`config.mk`:
```
export PLATFORM = sky130hd
export DESIGN_NAME = instr_encoder
export DESIGN_NICKNAME = d
export VERILOG_FILES = /design/src/rtl/instr_encoder.sv
export SDC_FILE = /design/constraint.sdc
export NUM_CORES = 1
export LEC_CHECK = 0
export BUFFER_PORTS_ARGS = -buffer_cell sky130_fd_sc_hd__buf_4
export CAP_MARGIN = 25
export CORE_ASPECT_RATIO = 1.2
export CORE_MARGIN = 5
export CORE_UTILIZATION = 52
export CTS_CLUSTER_DIAMETER = 200
export DETAILED_ROUTE_END_ITERATION = 10
export GPL_ROUTABILITY_DRIVEN = 0
export PLACE_DENSITY = 0.8
export SETUP_SLACK_MARGIN = 0.2
export SLEW_MARGIN = 20
export SYNTH_ARGS = -nofsm -noshare
export SYNTH_HDL_FRONTEND = slang
export SYNTH_SLANG_ARGS = --single-unit
```
`constraint.sdc`:
```
create_clock -name clk -period 3.5 [get_ports clk]
set_input_delay 0.35 -clock clk [delete_from_list [all_inputs] [get_ports clk]]
set_output_delay 0.35 -clock clk [all_outputs]
set_load 0.02 [all_outputs]
```
`src/rtl/instr_encoder.sv`:
```
// Packs MIPS instruction descriptors into 32-bit words and streams them into
// instruction memory through a 2-entry buffer with memory-side backpressure.
module instr_encoder #(
  parameter int unsigned       ADDR_W    = 8,
  parameter logic [ADDR_W-1:0] BASE_ADDR = '0
) (
  input  logic              clk,
  input  logic              rst_n,
  input  logic              start,
  input  logic              finish,
  input  logic              in_valid,
  output logic              in_ready,
  input  logic [2:0]        in_class,
  input  logic [4:0]        in_rs,
  input  logic [4:0]        in_rt,
  input  logic [4:0]        in_rd,
  input  logic [4:0]        in_shamt,
  input  logic [5:0]        in_funct,
  input  logic [15:0]       in_imm,
  input  logic [25:0]       in_target,
  output logic              imem_we,
  output logic [ADDR_W-1:0] imem_addr,
  output logic [31:0]       imem_wdata,
  input  logic              imem_ready,
  output logic              busy,
  output logic              done,
  output logic              err_illegal,
  output logic              err_overflow,
  output logic [ADDR_W:0]   word_count
);

  typedef enum logic [1:0] {S_IDLE, S_RUN, S_DRAIN, S_DONE} state_e;

  localparam logic [ADDR_W+1:0] CAPACITY = {2'b01, {ADDR_W{1'b0}}};

  state_e            state_q, state_d;
  logic [31:0]       mem_q [2];
  logic [31:0]       mem_d [2];
  logic              rd_ptr_q, rd_ptr_d;
  logic              wr_ptr_q, wr_ptr_d;
  logic [1:0]        cnt_q, cnt_d;
  logic [ADDR_W:0]   wc_q, wc_d;
  logic              err_ill_q, err_ill_d;
  logic              err_ovf_q, err_ovf_d;

  logic              accept, legal, mem_full, push, pop, active;
  logic [ADDR_W+1:0] fill;
  logic [31:0]       enc_word;

  always_comb begin
    enc_word = '0;
    legal    = 1'b1;
    case (in_class)
      3'd0:    enc_word = {6'b000000, in_rs, in_rt, in_rd, in_shamt, in_funct};
      3'd1:    enc_word = {6'b100011, in_rs, in_rt, in_imm};
      3'd2:    enc_word = {6'b101011, in_rs, in_rt, in_imm};
      3'd3:    enc_word = {6'b001000, in_rs, in_rt, in_imm};
      3'd4:    enc_word = {6'b000100, in_rs, in_rt, in_imm};
      3'd5:    enc_word = {6'b000010, in_target};
      default: legal    = 1'b0;
    endcase
  end

  always_comb begin
    active     = (state_q == S_RUN) || (state_q == S_DRAIN);
    in_ready   = (state_q == S_RUN) && (cnt_q != 2'd2);
    accept     = in_valid && in_ready;
    // Words already written plus words still buffered count against capacity.
    fill       = {1'b0, wc_q} + {{ADDR_W{1'b0}}, cnt_q};
    mem_full   = (fill == CAPACITY);
    push       = accept && legal && !mem_full;
    imem_we    = active && (cnt_q != 2'd0);
    pop        = imem_we && imem_ready;
    imem_wdata = imem_we ? mem_q[rd_ptr_q] : '0;
    imem_addr  = BASE_ADDR + wc_q[ADDR_W-1:0];
    busy       = (state_q != S_IDLE);
    done       = (state_q == S_DONE);
    err_illegal  = err_ill_q;
    err_overflow = err_ovf_q;
    word_count   = wc_q;
  end

  always_comb begin
    state_d   = state_q;
    mem_d     = mem_q;
    rd_ptr_d  = rd_ptr_q;
    wr_ptr_d  = wr_ptr_q;
    wc_d      = wc_q;
    err_ill_d = err_ill_q;
    err_ovf_d = err_ovf_q;

    if (push) begin
      mem_d[wr_ptr_q] = enc_word;
      wr_ptr_d        = ~wr_ptr_q;
    end
    if (pop) begin
      rd_ptr_d = ~rd_ptr_q;
      wc_d     = wc_q + 1'b1;
    end
    cnt_d = cnt_q + {1'b0, push} - {1'b0, pop};
    if (accept && !legal)            err_ill_d = 1'b1;
    if (accept && legal && mem_full) err_ovf_d = 1'b1;

    case (state_q)
      S_IDLE: begin
        if (start) begin
          state_d   = S_RUN;
          wc_d      = '0;
          err_ill_d = 1'b0;
          err_ovf_d = 1'b0;
          cnt_d     = '0;
          rd_ptr_d  = 1'b0;
          wr_ptr_d  = 1'b0;
        end
      end
      S_RUN:   if (finish) state_d = S_DRAIN;
      // Looking at next occupancy lets done land one cycle after the last pop.
      S_DRAIN: if (cnt_d == 2'd0) state_d = S_DONE;
      S_DONE:  state_d = S_IDLE;
      default: state_d = S_IDLE;
    endcase
  end

  always_ff @(posedge clk or negedge rst_n) begin
    if (!rst_n) begin
      state_q   <= S_IDLE;
      mem_q[0]  <= '0;
      mem_q[1]  <= '0;
      rd_ptr_q  <= 1'b0;
      wr_ptr_q  <= 1'b0;
      cnt_q     <= '0;
      wc_q      <= '0;
      err_ill_q <= 1'b0;
      err_ovf_q <= 1'b0;
    end else begin
      state_q   <= state_d;
      mem_q     <= mem_d;
      rd_ptr_q  <= rd_ptr_d;
      wr_ptr_q  <= wr_ptr_d;
      cnt_q     <= cnt_d;
      wc_q      <= wc_d;
      err_ill_q <= err_ill_d;
      err_ovf_q <= err_ovf_d;
    end
  end

endmodule

```
==> results.md <==
* Ranking of synthesized cells by area: dfrtp_1 (44%), nor2_1 (10%), a21oi_1 (8.6%)
* Initial antenna violation count at 0
* VDD IR-drop max at 433.5 uV
* Via density at 5.327
* Worst Tran Pin Value at a little under 1 ns
* Most frequent cell after synthesis: nor2_1
* Max Buffers Root-to-Sink at 2
* H-tree levels at 3
* Largest delay contributor family on the critical path: adder cells
* Top sig layer: met4
* Total power at around 4.7 mW
* Worst Path Max Fanout at 5
* CP Cell Sequence: ha_2 -> fa_2 -> and4b_1 -> a21oi_2 -> mux2i_1 -> nand4_2 -> nand2_1 -> ha_1 -> inv_1 -> ha_2 -> xor2_2 -> xnor2_2 -> nand2b_1 -> a21o_1 -> mux2_2
* PD cells at roughly 830 nW/um^2
* Met3 WL at 566 um
* CP Capture Type: register
* Flop and latch count out of synthesis at between 70 and 80
* DR WL/cell at 15.61 um
* PortBufs at 130
* Antenna-violating nets left at 0
* Synth cell types at 47
* Largest net degree at the start of global routing at 78
* Max incr delay on CP at 0.44 ns
* Clock-pin slew on the worst setup and hold paths at ~0.08 ns
* Share of cells above drive strength 1 at 0.3396
* CTS tree: yes
* Total CTS buffers at 9
* Residual DRC at 0
* IO Pins at around 130
* # nets final at 671
* Min cycle time layout at 3.120 ns
* Setup violators final at 0
* Vias in the first global route at about 3,800
* Row count at 36
* Initial Util at 0.5347
* Pleak at 2.690 nW
* Leading area contributor after synthesis: dfrtp_1
* WP data required at 3.73 ns
* GRT Total Usage at 0.2178
* Hpwl dp at 7664 um
* Ys flop type: dfrtp_1
* FMAX at around 320 MHz
* Vias at about 3,700
* Post-synthesis sequential area ratio at 0.4420
* First-pass GRT wire length at 17,800 um
* DRT Pass-1 Iters at 4
* Worst Clk Skew at about 0.008 ns
* Synthesized Nets at 562
* Final hold vios at 0
* Rel. slew slack at 0.3549
* Setup TNS at 0 ns
* Met2 WL at 5847 um
* Startpoint types: register
* Period utilization at 0.8914
* Crit path arrival time at 3.35 ns
* Syn Area/Cell at a little over 9 um^2
* EDFF count, synth at 0
* Synth top cells by count: nor2_1 (118), dfrtp_1 (77), a21oi_1 (75)
* CP most frequent cell: ha_2
* Yosys synthesis warning count at 0
* Die area at 10,320 um^2
* Worst skew pair latency at 0.35 ns
* Worst hold path class: in2reg
* Num Clock Sinks at 77
* Chip width at about 94 um
* Core region area at 8153 um^2
* Status: finished clean
* Syn Inst Count at 472
* Slew Viols, Final at 0
* Type of the worst setup path: reg2reg
* Post-synth ARST share at 1.000
* CTS root buffer: clkbuf_8
* Met1 WL at 4407 um
* Post-synth top area share at 0.4420
* Initial DRC Count at 190
* Max-cap viol count at 0
* Area grow syn2layout at 28.62%
* Global route total overflow at 0
* Diode count at 0
* CP Buf/Inv Count at 1
* Post-Syn Area at roughly 4400 um^2
* Slowest cell on crit path: dfrtp_2
* Post-Route WL at 10,930 um
* Die Height at around 110 um
* RSZ-0062 raised after global routing: no
==> cell usage in the layout (no fill, tap or decap), types with 2 or more instances in the layout <==
cell	instances
buf_4	139
nor2_1	118
a21oi_1	74
dfrtp_1	74
mux2i_1	33
a22oi_1	26
mux2_2	23
inv_1	9
clkbuf_8	9
ha_1	8
nand2_1	6
xor2_1	6
xnor2_1	5
ha_2	4
and2_2	3
clkinv_2	3
dfrtp_2	3
or3_1	2
o21ai_1	2
nand4_1	2
nor3_1	2
and3_1	2
bufinv_16	2
clkinvlp_4	2
==> state kept, by name, summed over array words and instances (netlist names) <==
| signal | flops |
|---|---|
| cnt_q | 2 |
| wr_ptr_q | 1 |
| rd_ptr_q | 1 |
| err_illegal | 1 |
| mem_q | 60 |
| err_overflow | 1 |
| state_q | 2 |
| word_count | 9 |
==> worst min-delay path: cells and delay by family <==
| family | cells | cell delay [ns] |
|---|---|---|
| buffers and inverters | 1 | 0.08 |
| and+or+nand+nor | 1 | 0.07 |
| AOI/OAI and AO/OA | 1 | 0.06 |
==> cell families after synthesis <==
group	count (synthesis)	synth area share
AO/OA/AOI/OAI	111	0.1481
XOR/XNOR	13	0.02612
adder cells (fa/ha/maj)	13	0.03903
buffers and inverters	52	0.06027
flip-flops	77	0.4420
multiplexers	56	0.1352
other	1	0.0008603
AND/OR/NAND/NOR	149	0.1484
==> routing by layer <==
| metal | global-route usage | up-vias |
|---|---|---|
| met3 | 0.04481 | 6 |
| met5 | 0 | - |
| met4 | 0.06398 | 0 |
| li1 | - | 1834 |
| met2 | 0.3996 | 104 |
| met1 | 0.2575 | 1785 |
==> where the power goes <==
group          switching (mW)  internal (mW)
Combinational            1.26           1.06
Clock                   0.324          0.397
Sequential              0.328           1.30
Total                    1.91           2.75
==> per-stage QoR <==
stage                     hold WS, ns    util  setup WS, ns  cell area (um^2)  instances
after floorplan               0.05441       -        0.3573              4359        472
after CTS                      0.1824  0.6768        0.2161              5518        695
final                          0.2587  0.6877        0.3802              5607        700
after global routing           0.2418  0.6877        0.1755              5607        700
after detailed placement       0.4950  0.6506        0.2746              5304        679
after global placement         0.4794  0.6506        0.3518              5304        679
==> final timing paths <==
check                      depth (start not counted)  slack [ns]     startpoint           to
max                                               15        0.38  word_count[0]   state_q[1]
min                                                3        0.26       in_valid  err_illegal
max reg2reg                                       15        0.38  word_count[0]   state_q[1]
min reg2reg                                        1        0.51      mem_q[29]    mem_q[29]
max in group asynchronous                          3        2.47          rst_n     rd_ptr_q
min in group asynchronous                          2        0.43          rst_n    mem_q[22]
==> final cells by class <==
type	instances	area, um^2
Clock buffer	9	123.9
Clock inverter	7	90.09
Fill cell	650	2546
Inverter	9	33.78
Multi-Input combinational cell	343	2205
Sequential cell	77	1931
Tap cell	114	142.6
Timing Repair Buffer	141	1081
==> what timing repair did <==
item / 4_1_cts / 5_1_grt
resized for setup: 0 / 8
setup buffers: 0 / 3
setup endpoints to repair: 0 / 2
hold buffers: 0 / 1
hold endpoints to repair: 0 / 18
Note: power is estimated with default switching activity, not from simulation.
